**config.mk**
```make
export PLATFORM = sky130hd
export DESIGN_NAME = key_debounce
export DESIGN_NICKNAME = d
export VERILOG_FILES = /design/src/rtl/key_debounce_pkg.sv /design/src/rtl/key_debounce_cell.sv /design/src/rtl/key_debounce.sv
export SDC_FILE = /design/constraint.sdc
export NUM_CORES = 1
export LEC_CHECK = 0
export CAP_MARGIN = 30
export CORE_ASPECT_RATIO = 1.25
export CORE_UTILIZATION = 37
export DETAILED_ROUTE_END_ITERATION = 10
export PLACE_DENSITY = 0.49
export SLEW_MARGIN = 20
export SYNTH_ARGS = -nofsm -noshare
export SYNTH_HDL_FRONTEND = slang
export SYNTH_SLANG_ARGS = --single-unit
```
**constraint.sdc**
```tcl
create_clock -name clk -period 3.9 [get_ports clk]
set_input_delay 0.78 -clock clk [delete_from_list [all_inputs] [get_ports clk]]
set_output_delay 0.78 -clock clk [all_outputs]
set_load 0.05 [all_outputs]
```
**src/rtl/key_debounce_pkg.sv**
```systemverilog
// rtl/key_debounce_pkg.sv - shared state encoding and key bit positions for the input debouncer
package key_debounce_pkg;

  // Per-bit debounce FSM state; level is 1 in HELD and RELEASE_WAIT
  typedef enum logic [1:0] {
    ST_IDLE         = 2'd0,
    ST_PRESS_WAIT   = 2'd1,
    ST_HELD         = 2'd2,
    ST_RELEASE_WAIT = 2'd3
  } db_state_e;

  // Bit positions of the board inputs inside key_raw
  localparam int KEY_LOAD   = 0;
  localparam int KEY_TYPE   = 1;
  localparam int KEY_IN_LSB = 2;

endpackage

```
**src/rtl/key_debounce_cell.sv**
```systemverilog
// rtl/key_debounce_cell.sv - single-bit synchronizer, debounce FSM and registered strobes
module debounce_cell
  import key_debounce_pkg::*;
#(
  parameter int DEBOUNCE_CYCLES = 500000
) (
  input  logic clk,
  input  logic clr,
  input  logic key_raw,
  output logic key_level,
  output logic key_press,
  output logic key_release
);

  localparam int CNT_W = $clog2(DEBOUNCE_CYCLES + 1);
  localparam logic [CNT_W-1:0] CNT_LAST = CNT_W'(DEBOUNCE_CYCLES - 1);

  logic             meta_q;
  logic             sync_q;
  db_state_e        state_q;
  logic [CNT_W-1:0] cnt_q;
  logic             level_q;
  logic             press_q;
  logic             release_q;

  // Two-flop synchronizer; only sync_q is ever looked at by the FSM
  always_ff @(posedge clk or negedge clr) begin
    if (!clr) begin
      meta_q <= 1'b0;
      sync_q <= 1'b0;
    end else begin
      meta_q <= key_raw;
      sync_q <= meta_q;
    end
  end

  // Debounce FSM: a new level is accepted only after DEBOUNCE_CYCLES stable samples
  always_ff @(posedge clk or negedge clr) begin
    if (!clr) begin
      state_q   <= ST_IDLE;
      cnt_q     <= '0;
      level_q   <= 1'b0;
      press_q   <= 1'b0;
      release_q <= 1'b0;
    end else begin
      press_q   <= 1'b0;
      release_q <= 1'b0;
      case (state_q)
        ST_IDLE: begin
          if (sync_q) begin
            state_q <= ST_PRESS_WAIT;
            cnt_q   <= '0;
          end
        end
        ST_PRESS_WAIT: begin
          if (!sync_q) begin
            state_q <= ST_IDLE;
            cnt_q   <= '0;
          end else if (cnt_q == CNT_LAST) begin
            state_q <= ST_HELD;
            cnt_q   <= '0;
            level_q <= 1'b1;
            press_q <= 1'b1;
          end else begin
            cnt_q <= cnt_q + 1'b1;
          end
        end
        ST_HELD: begin
          if (!sync_q) begin
            state_q <= ST_RELEASE_WAIT;
            cnt_q   <= '0;
          end
        end
        ST_RELEASE_WAIT: begin
          if (sync_q) begin
            state_q <= ST_HELD;
            cnt_q   <= '0;
          end else if (cnt_q == CNT_LAST) begin
            state_q   <= ST_IDLE;
            cnt_q     <= '0;
            level_q   <= 1'b0;
            release_q <= 1'b1;
          end else begin
            cnt_q <= cnt_q + 1'b1;
          end
        end
        default: begin
          state_q <= ST_IDLE;
          cnt_q   <= '0;
          level_q <= 1'b0;
        end
      endcase
    end
  end

  assign key_level   = level_q;
  assign key_press   = press_q;
  assign key_release = release_q;

endmodule

```
**src/rtl/key_debounce.sv**
```systemverilog
// rtl/key_debounce.sv - debounces the load, type and data inputs ahead of the BCD counter
module key_debounce
  import key_debounce_pkg::*;
#(
  parameter int N_KEYS          = 6,
  parameter int DEBOUNCE_CYCLES = 500000
) (
  input  logic              clk,
  input  logic              clr,
  input  logic [N_KEYS-1:0] key_raw,
  output logic [N_KEYS-1:0] key_level,
  output logic [N_KEYS-1:0] key_press,
  output logic [N_KEYS-1:0] key_release
);

  // Every input bit gets its own independent debounce engine
  for (genvar g = 0; g < N_KEYS; g++) begin : g_cell
    debounce_cell #(
      .DEBOUNCE_CYCLES(DEBOUNCE_CYCLES)
    ) u_cell (
      .clk        (clk),
      .clr        (clr),
      .key_raw    (key_raw[g]),
      .key_level  (key_level[g]),
      .key_press  (key_press[g]),
      .key_release(key_release[g])
    );
  end

endmodule

```
==> results of run 1 <==
[power breakdown]
part | internal (mW) | total [mW] | leakage, nW | switching (mW)
Clock | 1.08 | 1.75 | 0.302 | 0.677
Combinational | 0.0866 | 0.262 | 1.40 | 0.175
Sequential | 1.65 | 1.69 | 2.13 | 0.0383
[layout by cell type, fill, tap and decap left out, drive strengths merged, types with 3 or more instances in the layout]
cell type and n:
a31oi 16, nor4bb 3, xor2 22, ha 6, o22ai 5, nor3 24, mux2i 13, clkinv 6
o211ai 5, xnor2 5, nand3 70, nand4 34, a22o 9, nand2 90, inv 42, buf 7
o31ai 4, dfrtp 156, nor2 40, bufinv 4, nand4b 4, and3 16, or3 22, clkdlybuf4s50 24
a21o 25, nand2b 3, or2 9, clkbuf 19, or4 6, and4 7, a21oi 60, and2 16
a2bb2oi 4, nor2b 3, nor3b 12, mux2 3, nor4 17, o21ai 55
[state kept, by name, indices dropped and copies added (netlist names), named ones only]
signal / cells
g_cell.u_cell.cnt_q: 114
g_cell.u_cell.key_level: 6
g_cell.u_cell.key_press: 6
g_cell.u_cell.key_release: 6
g_cell.u_cell.meta_q: 6
g_cell.u_cell.state_q: 6
g_cell.u_cell.sync_q: 6
[kinds of logic after synthesis]
family | count (synthesis)
buffers and inverters | 79
xor gates and xnor gates | 27
muxes | 16
adders and majority gates | 6
and+or+nand+nor | 384
DFF | 156
AOI/OAI and AO/OA | 193
[through the flow]
step	hold slack (ns)	std cells
2_1_floorplan	0.331	861
3_3_place_gp	0.333	1129
3_5_place_dp	0.340	1130
4_1_cts	0.355	1162
5_1_grt	0.365	1164
6_report	0.350	1164
[layout make-up]
class                           count  share of cell area (%)
Inverter                           40                    1.64
Tap cell                          279                    3.82
Clock buffer                       19                    4.74
Timing Repair Buffer               31                    3.42
Sequential cell                   156                    42.7
Multi-Input combinational cell    626                    41.6
Clock inverter                     13                    2.08
[per-layer routing]
metal | part of all wire [%] | vias to the layer above | global-route usage [%]
met4 | 1.8 | 0 | 6.64
met5 | 0 | - | 0
met3 | 2.7 | 27 | 3.12
li1 | - | 3135 | -
met2 | 51 | 100 | 29.2
met1 | 45 | 3181 | 20.3
[worst max path at each step]
stage                               start                   endpoint  depth (start not counted)
4_1_cts        g_cell[2].u_cell.key_level               key_level[2]                          1
2_1_floorplan   g_cell[5].u_cell.cnt_q[0]  g_cell[5].u_cell.cnt_q[8]                          7
6_report       g_cell[2].u_cell.key_level               key_level[2]                          1
5_1_grt         g_cell[5].u_cell.cnt_q[0]  g_cell[5].u_cell.cnt_q[7]                          6
3_5_place_dp    g_cell[5].u_cell.cnt_q[0]  g_cell[5].u_cell.cnt_q[7]                          6
3_3_place_gp    g_cell[5].u_cell.cnt_q[0]  g_cell[5].u_cell.cnt_q[7]                          6
[worst register-to-register path, cell delays in order (launching register included)]
cell	delay, ns
dfrtp_1	0.38
ha_1	0.22
nand4_1	0.12
nor4_1	0.60
a21oi_1	0.29
nor2_2	0.42
nor2_1	0.11
==> key figures, run 1 <==
Outcome
  – Status: completed

Routing
  – Routed len/inst: around 15 um
  – Routed WL: ~17,000 um
  – DRT iter0 DRCs: between 300 and 400
  – DRC Markers: 0
  – 1st-pass router iterations: 4
  – Vias: about 6.4k
  – Drt via density: 5.54
  – Antenna Nets Post-Route: 0

Critical path
  – Register-to-register setup slack: 1.61 ns
  – Crit path kind: flip-flop to output pin
  – Worst path max stage delay: between 0.8 and 0.9 ns
  – Number of buffer and inverter stages on the critical path: 1
  – Slowest CP cell: clkdlybuf4s50_1
  – Worst setup SP type: flip-flop
  – Crit-path cells: clkdlybuf4s50_1
  – R2R depth: 6
  – Worst Path Required: approximately 3.1 ns
  – Critical Path End Type: output pin
  – Worst r2r src: g_cell[5].u_cell.cnt_q[0]
  – RR Endpoint: g_cell[5].u_cell.cnt_q[7]
  – Critical Path AT: approximately 1.6 ns
  – Top Family by Delay on Critical Path: buffers and inverters
  – CP max FO: 3

Clock network
  – H-Tree Level Count: 4
  – # hold bufs at CTS: 0
  – Clock slew at the register clock pins of the worst setup and hold paths: ~0.06 ns
  – Clock sink count: about 160
  – Clock root cell: clkbuf_16
  – Clock Latency Late Sink: between 0.4 and 0.5 ns
  – Postcts setup bufs: 0
  – Total CTS buffers: 17
  – Clock buffer depth: 2
  – Post-CTS resize count: 0
  – CTS tree: built

STA
  – Final Cycle Share: 61.3%
  – Final Hold Viols: 0
  – # setup viols final: 0
  – Top achievable clock speed: ~420 MHz
  – Final setup margin: around 1.5 ns
  – Setup TNS: 0 ns
  – Slew of the pin with the lowest slew margin: approximately 0.93 ns
  – Final min period: 2.39 ns
  – Worst Skew: between 0.01 and 0.015 ns
  – Fin. max-slew vios: 0
  – RSZ-0062 raised after global routing: false
  – Slew HR: roughly 38%

Floorplanning
  – Die X: roughly 130 um
  – Starting Density: 37.7%
  – Io pins: 26
  – Die height: between 150 and 200 um
  – CORE AREA: 0.0215 mm^2
  – Die ar.: roughly 0.022 mm^2
  – Row count: 60

Yosys
  – EDFF count, synth: 0
  – Mean post-synth cell area: around 9.4 um^2
  – Post-Synth Simple-Gate Area: 26.4%
  – Top cell type's share of synthesized area: roughly half
  – Mapped Nets: between 800 and 900
  – Compound-Gate Fraction of Synth Area: approximately 15%
  – Post-synthesis adder-cell area fraction: less than 1%
  – XOR/XNOR share of the synthesized area: approximately 2.9%
  – Distinct cells, synth: between 60 and 70
  – Largest family of logic cells by synthesized area: simple AND/OR/NAND/NOR gates
  – Yosys top cell by area: dfrtp_1
  – Synth top area cells: dfrtp_1 (48%), nand3_1 (4.3%), nand2_1 (4.1%)
  – YS warnings: 0
  – Main synth FF type: dfrtp_1
  – Post-Syn Instances: around 860
  – Most frequent cell after synthesis: dfrtp_1
  – Sequential element share of the synthesized area: 48.2%
  – Post-synth ARST share: 100%
  – Synth Register Bits: about 160
  – Netlist area before placement: 0.00810 mm^2
  – Most instantiated cells after synthesis: dfrtp_1 (156), nand2_1 (89), nand3_1 (70)
  – Mux share of post-synthesis cell area: under 10%

Final layout
  – # diodes: 0
  – Reg area: 0.00390 mm^2
  – Nets: 886
  – Filler cell count: about 2.1k
  – Share of layout cells above drive strength 1: roughly 8.2%
  – Design area: 0.00914 mm^2
  – Post-layout util: a little over two fifths
  – Area of the multi-input gates: 0.00380 mm^2
  – Synth-to-layout area growth: 12.8%

Worst hold path
  – Critical hold path startpoint: g_cell[4].u_cell.meta_q
  – Min-Delay Path Class: flip-flop to flip-flop
  – Hold Path End: g_cell[4].u_cell.sync_q
  – Hold path cells: 0

GRT
  – Initial antenna violation count: 0
  – Grt ovf: 0
  – Vias in the first global route: between 6k and 7k
  – GRT Overall Usage: approximately 17%
  – Pin count of the biggest net entering global routing: 81
  – First-pass GRT wire length: between 30,000 and 40,000 um

Placed design
  – DP Area: 0.00850 mm^2
  – Dpl hpwl: around 12,000 um
  – GP Congestion: ~0.85
  – IO Port Bufs: 25
  – DP Worst Slack: between 1.5 and 2 ns

Power
  – Tot Pwr: between 3 and 4 mW
  – Maximum VDD drop: 314 uV
  – Leakage: ~3.8 nW
  – Power per cell area: between 400 and 500 mW/mm^2

Job
  – Max Cap Violations: 0
(Power assumes the default switching activity.)
==> run 2, diff against run 1 <==
==> constraint.sdc (replaced) <==
create_clock -name clk -period 2.3 [get_ports clk]
set_input_delay 0.46 -clock clk [delete_from_list [all_inputs] [get_ports clk]]
set_output_delay 0.46 -clock clk [all_outputs]
set_load 0.05 [all_outputs]
==> run 2 against run 1 <==
Against the previous run: the run now ends with hold timing left; sequential power up 70%; clock power up 60%; largest power group is now sequential cells; count of clock-buffer cells in the layout down 2; cell area up 1.3%; power up 65%; wire length up 0.33%; sequential cell count unchanged; first-iteration DRC count up 19%; clock skew down 0.0012 ns.
==> key figures, run 2 (synthesized netlist as in run 1, its figures left out) <==
Critical path
  – Critical Path End Type: output pin (unchanged)
  – Worst setup SP type: flip-flop (unchanged)
  – Critical Path AT: 1.61 ns (about the same)
  – CP max FO: 3 (unchanged)
  – Worst path max stage delay: 0.82 ns (about the same)
  – Slowest CP cell: clkdlybuf4s50_1 (unchanged)
  – Crit path kind: flip-flop to output pin (unchanged)
  – Top Family by Delay on Critical Path: buffers and inverters (unchanged)
  – Crit-path cells: clkdlybuf4s50_1 (unchanged)
  – Worst Path Required: 1.84 ns (was 3.12 ns)
  – Number of buffer and inverter stages on the critical path: 1 (unchanged)

Clock network
  – Postcts setup bufs: 0 (unchanged)
  – Clock root cell: clkbuf_16 (unchanged)
  – CTS tree: built (unchanged)
  – Post-CTS resize count: 0 (unchanged)
  – H-Tree Level Count: 4 (unchanged)
  – # hold bufs at CTS: 0 (unchanged)
  – Total CTS buffers: 17 (unchanged)
  – Clock sink count: 156 (unchanged)
  – Clock Latency Late Sink: 0.42 ns (about the same)
  – Clock buffer depth: 2 (unchanged)
  – Clock slew at the register clock pins of the worst setup and hold paths: 0.06 ns (about the same)

GRT
  – Pin count of the biggest net entering global routing: 53 (was 81)
  – Grt ovf: 0 (unchanged)
  – Vias in the first global route: 6,503 (was 6,507)
  – First-pass GRT wire length: 30,500 um (was 30,800 um)
  – GRT Overall Usage: 16.6% (was 16.8%)
  – Initial antenna violation count: 0 (unchanged)

Routing
  – Routed len/inst: 14.8 um (was 15.0 um)
  – Drt via density: 5.50 (was 5.54)
  – 1st-pass router iterations: 6 (was 4)
  – DRC Markers: 0 (unchanged)
  – Vias: 6,507 (was 6,443)
  – DRT iter0 DRCs: 374 (was 314)
  – Antenna Nets Post-Route: 0 (unchanged)
  – Routed WL: 17,500 um (was 17,400 um)

STA
  – Final min period: slightly above 2 ns
  – Tightest hold margin: -0.00483 ns (was 0.350 ns)
  – Final setup margin: 0.228 ns (was 1.51 ns)
  – Fin. max-slew vios: 0 (unchanged)
  – Slew HR: 50.4% (was 37.9%)
  – Top achievable clock speed: between 400 and 500 MHz
  – Slew of the pin with the lowest slew margin: 0.745 ns (was 0.929 ns)
  – Setup TNS: 0 ns (unchanged)
  – Final Cycle Share: between 90 and 100%
  – RSZ-0062 raised after global routing: false (unchanged)
  – # setup viols final: 0 (unchanged)
  – Final Hold Viols: 4 (was 0)
  – Worst Skew: 0.00917 ns (was 0.0104 ns)

Floorplanning
  – Die X: 134 um (unchanged)
  – CORE AREA: 0.0215 mm^2 (unchanged)
  – Starting Density: 37.7% (unchanged)
  – Io pins: 26 (unchanged)
  – Row count: 60 (unchanged)
  – Die height: 167 um (unchanged)
  – Die ar.: 0.0225 mm^2 (unchanged)

Placed design
  – GP Congestion: 0.836 (was 0.845)
  – Dpl hpwl: 12,200 um (was 11,800 um)
  – DP Worst Slack: 0.265 ns (was 1.60 ns)
  – IO Port Bufs: 25 (unchanged)

Final layout
  – Commonest non-fill, non-tap cell in the layout: dfrtp_1 (unchanged)
  – Max reg flops: 114 (unchanged)
  – Share of layout cells above drive strength 1: 10.4% (was 8.25%)
  – Commonest non-fill, non-tap cells in the layout: dfrtp_1 (156), nand2_1 (89), nand3_1 (70) (unchanged)
  – Reg area: 0.00390 mm^2 (unchanged)
  – Largest Register: g_cell.u_cell.cnt_q (unchanged)
  – # diodes: 0 (unchanged)
  – Filler cell count: 2,115 (was 2,118)
  – Nets: 905 (was 886)
  – Synth-to-layout area growth: 14.3% (was 12.8%)
  – Area of the multi-input gates: 0.00380 mm^2 (unchanged)

Outcome
  – Status: finished with violations (was completed)
  – Failing checks: hold timing

Power
  – Power per cell area: 662 mW/mm^2 (was 406 mW/mm^2)
  – Tot Pwr: 6.13 mW (was 3.71 mW)
  – Maximum VDD drop: 466 uV (was 314 uV)
  – Leakage: 3.91 nW (was 3.84 nW)

Job
  – Max Cap Violations: 0 (unchanged)

Worst hold path
  – Min-Delay Path Class: primary input to async pin (was flip-flop to flip-flop)
-- run 2: worst paths after layout --
path                                            startpoint                            to  slack, ns  depth (start not counted)
max in group asynchronous                              clr     g_cell[3].u_cell.cnt_q[2]       1.57                          2
min in group clk                   g_cell[1].u_cell.meta_q       g_cell[1].u_cell.sync_q       0.35                          0
worst max-delay path            g_cell[2].u_cell.key_level                  key_level[2]       0.23                          1
worst min register to register     g_cell[1].u_cell.meta_q       g_cell[1].u_cell.sync_q       0.35                          0
worst min-delay path                                   clr  g_cell[5].u_cell.key_release     -0.005                          1
worst max register to register   g_cell[4].u_cell.cnt_q[0]    g_cell[4].u_cell.cnt_q[12]       0.23                          6
-- run 2: worst register-to-register path, delay by kind of cell, from the launching register on --
| family | cells | cell delay, ns |
|---|---|---|
| AO/OA/AOI/OAI | 1 | 0.61 |
| adder cells (fa/ha/maj) | 1 | 0.25 |
| flip-flops | 1 | 0.42 |
| multiplexers | 1 | 0.17 |
| AND/OR/NAND/NOR | 3 | 0.53 |
-- run 2: per-stage QoR --
| stage | utilization (%) | hold WS (ns) | instances | cell area [um^2] |
|---|---|---|---|---|
| after global routing | 43.1 | 0.0237 | 1183 | 9260 |
| after CTS | 43.1 | 0.00283 | 1183 | 9260 |
| after global placement | 40.3 | 0.334 | 1150 | 8660 |
| final | 43.1 | -0.00483 | 1183 | 9260 |
| after floorplan | - | 0.164 | 861 | 8100 |
| after detailed placement | 40.4 | 0.335 | 1151 | 8670 |
-- run 2: area by class of cell --
| cell class | instances | area share (%) |
|---|---|---|
| flip-flops and latches | 156 | 42.2 |
| multi-input cells | 626 | 41.0 |
| well taps | 279 | 3.77 |
| repair buffers | 50 | 5.01 |
| clock buffers | 17 | 4.60 |
| inverters | 40 | 1.62 |
| clock inverters | 15 | 1.78 |
-- run 2: layer usage --
metal	wire length, um	track usage, %	vias up
li1	-	-	3178
met1	8000	20.6	3217
met2	8790	28.2	94
met3	477	3.66	18
met4	236	5.67	0
met5	0	0	-
-- run 2: report_power, final --
part | leakage, nW | total [mW] | internal, mW | switching [mW]
Sequential | 2.13 | 2.87 | 2.80 | 0.0668
Combinational | 1.51 | 0.462 | 0.160 | 0.302
Clock | 0.277 | 2.80 | 1.62 | 1.18
Total | 3.91 | 6.13 | 4.58 | 1.55
==> run 3, diff against run 2 <==
==> constraint.sdc (replaced) <==
create_clock -name clk -period 2.13 [get_ports clk]
set_input_delay 0.426 -clock clk [delete_from_list [all_inputs] [get_ports clk]]
set_output_delay 0.426 -clock clk [all_outputs]
set_load 0.05 [all_outputs]
==> run 3 against run 2 <==
Against the previous run: final cell count up 0.34%; register-to-register slack worse by 0.14 ns; critical path type unchanged; wire length down 2.2%; core utilization up 0.62 points; count of clock-buffer cells in the layout up 1; cell area up 1.4%; the flow now finishes without violations; largest cell class unchanged; sequential power up 7.7%; global-route usage down 0.17 points.
==> key figures, run 3 (synthesized netlist as in run 1, its figures left out) <==
Outcome
  – Status: completed (was finished with violations)

Critical path
  – Worst path max stage delay: 0.82 ns (about the same)
  – Worst setup SP type: flip-flop (unchanged)
  – Worst Path Required: 1.70 ns (was 1.84 ns)
  – Crit-path cells: clkdlybuf4s50_1 (unchanged)
  – Critical Path AT: 1.62 ns (was 1.61 ns)
  – Top Family by Delay on Critical Path: buffers and inverters (unchanged)
  – Worst r2r src: g_cell[4].u_cell.cnt_q[0] (unchanged)
  – Crit path launch: g_cell[2].u_cell.key_level (unchanged)
  – CP max FO: 3 (unchanged)
  – Critical Path End Type: output pin (unchanged)
  – R2R depth: 6 (unchanged)
  – Critical Path End: key_level[2] (unchanged)
  – Slowest CP cell: clkdlybuf4s50_1 (unchanged)
  – Critical path depth in cells: 1 (unchanged)
  – Register-to-register setup slack: 0.09 ns (was 0.23 ns)
  – Number of buffer and inverter stages on the critical path: 1 (unchanged)
  – Crit path kind: flip-flop to output pin (unchanged)
  – RR Endpoint: g_cell[4].u_cell.cnt_q[13] (was g_cell[4].u_cell.cnt_q[12])

Power
  – Reg power frac: 44.7% (was 46.8%)
  – Maximum VDD drop: 520 uV (was 466 uV)
  – Tot Pwr: 6.93 mW (was 6.13 mW)
  – Power per cell area: 738 mW/mm^2 (was 662 mW/mm^2)
  – Cell internal pwr: 5.29 mW (was 4.58 mW)
  – Leakage: 3.98 nW (was 3.91 nW)
  – Sw frac: 23.6% (was 25.3%)
  – Combinational power share: 7.5% (about the same)
  – Power share of the clock group: 47.9% (was 45.7%)
  – Psw: 1.63 mW (was 1.55 mW)

STA
  – Slew of the pin with the lowest slew margin: 0.748 ns (was 0.745 ns)
  – # setup viols final: 0 (unchanged)
  – Tightest hold margin: 0.355 ns (was -0.00483 ns)
  – Final min period: slightly above 2 ns
  – Fin. max-slew vios: 0 (unchanged)
  – Top achievable clock speed: ~500 MHz
  – Slew HR: 50.1% (was 50.4%)
  – Final Hold Viols: 0 (was 4)
  – Setup TNS: 0 ns (unchanged)
  – RSZ-0062 raised after global routing: true (was false)
  – Worst Skew: 0.0127 ns (was 0.00917 ns)
  – Final Cycle Share: roughly 96%

Final layout
  – Largest Register: g_cell.u_cell.cnt_q (unchanged)
  – Share of layout cells above drive strength 1: 10.8% (was 10.4%)
  – Commonest non-fill, non-tap cell in the layout: dfrtp_1 (unchanged)
  – # diodes: 0 (unchanged)
  – Area of the multi-input gates: 0.00381 mm^2 (was 0.00380 mm^2)
  – Synth-to-layout area growth: 15.9% (was 14.3%)
  – Filler cell count: 2,102 (was 2,115)
  – Nets: 909 (was 905)
  – Post-layout util: 43.7% (was 43.1%)
  – Max reg flops: 114 (unchanged)
  – Commonest non-fill, non-tap cells in the layout: dfrtp_1 (156), nand2_1 (89), nand3_1 (69) (was dfrtp_1 (156), nand2_1 (89), nand3_1 (70))
  – Reg area: 0.00390 mm^2 (unchanged)
  – Final std cells w/o fill: 1,187 (was 1,183)

Clock network
  – Clock slew at the register clock pins of the worst setup and hold paths: 0.07 ns (was 0.06 ns)
  – CTS tree: built (unchanged)
  – Postcts setup bufs: 0 (unchanged)
  – Clock sink count: 156 (unchanged)
  – H-Tree Level Count: 4 (unchanged)
  – Clock Latency Late Sink: 0.42 ns (about the same)
  – Clock buffer depth: 2 (unchanged)
  – Total CTS buffers: 17 (unchanged)
  – Clock root cell: clkbuf_16 (unchanged)

Floorplanning
  – Row count: 60 (unchanged)
  – Die X: 134 um (unchanged)
  – Io pins: 26 (unchanged)
  – Starting Density: 37.7% (unchanged)
  – CORE AREA: 0.0215 mm^2 (unchanged)
  – Die ar.: 0.0225 mm^2 (unchanged)
  – Die height: 167 um (unchanged)

GRT
  – GRT Overall Usage: 16.4% (was 16.6%)
  – Initial antenna violation count: 0 (unchanged)
  – First-pass GRT wire length: 30,200 um (was 30,500 um)
  – Vias in the first global route: 6,443 (was 6,503)
  – Grt ovf: 0 (unchanged)
  – Pin count of the biggest net entering global routing: 49 (was 53)

Routing
  – Antenna Nets Post-Route: 0 (unchanged)
  – DRC Markers: 0 (unchanged)
  – Drt via density: 5.43 (was 5.50)
  – DRT iter0 DRCs: 391 (was 374)
  – 1st-pass router iterations: 5 (was 6)
  – Routed WL: 17,100 um (was 17,500 um)
  – Vias: 6,442 (was 6,507)
  – Routed len/inst: 14.4 um (was 14.8 um)

Worst hold path
  – Min-Delay Path Class: flip-flop to flip-flop (was primary input to async pin)

Placed design
  – GP Congestion: 0.840 (was 0.836)
  – Cell count after placement: 1,153 (was 1,151)
  – Dpl hpwl: 11,900 um (was 12,200 um)
  – IO Port Bufs: 25 (unchanged)

Job
  – Max Cap Violations: 0 (unchanged)
-- run 3: changes by cell type in the layout (fill, tap and decap cells not counted), moves of 2 or more --
cell        change
clkinvlp_4      -2
bufinv_16       +3
buf_12          +2
inv_6           -4
-- run 3: how the worst min path moves through the flow --
stage / end / slack, ns / start / cells after the start
after global placement: g_cell[4].u_cell.sync_q / 0.34 / g_cell[4].u_cell.meta_q / 0
after global routing: g_cell[1].u_cell.sync_q / 0.37 / g_cell[1].u_cell.meta_q / 0
after CTS: g_cell[0].u_cell.sync_q / 0.36 / g_cell[0].u_cell.meta_q / 0
after floorplan: async pin / 0.13 / clr / 0
final: g_cell[0].u_cell.sync_q / 0.36 / g_cell[0].u_cell.meta_q / 0
after detailed placement: g_cell[1].u_cell.sync_q / 0.33 / g_cell[1].u_cell.meta_q / 0
-- run 3: area by class of cell --
type                    count  share of cell area, %
flip-flops and latches    156                   41.6
multi-input cells         626                   40.6
repair buffers             54                   5.60
clock buffers              18                   4.57
well taps                 279                   3.72
clock inverters            14                   2.33
inverters                  40                   1.60
-- run 3: metrics by stage --
| step | setup slack (ns) | area (um^2) |
|---|---|---|
| global route | -0.0712 | 9390 |
| floorplan | 0.233 | 8100 |
| global placement | 0.165 | 8700 |
| finish | 0.0798 | 9390 |
| CTS | 0.0511 | 9370 |
| detailed placement | 0.101 | 8710 |
-- run 3: power groups by stage --
stage	sequential (mW)	combinational (mW)	clock, mW
2_1_floorplan	3.13	0.336	0
3_3_place_gp	3.14	0.492	0
3_5_place_dp	3.15	0.512	0
4_1_cts	3.09	0.515	3.42
5_1_grt	3.11	0.587	3.54
6_report	3.09	0.516	3.32
-- run 3: repair_timing --
action                     4_1_cts  5_1_grt
setup endpoints to repair        0       15
hold endpoints to repair        34        0
gates resized for setup          0        3
hold buffers                     1        0
-- run 3: layer usage --
| metal | track usage [%] | vias to the layer above | routed length, um |
|---|---|---|---|
| li1 | - | 3191 | - |
| met1 | 20.6 | 3129 | 8030 |
| met2 | 27.7 | 95 | 8330 |
| met3 | 3.09 | 27 | 501 |
| met4 | 6.40 | 0 | 260 |
| met5 | 0 | - | 0 |
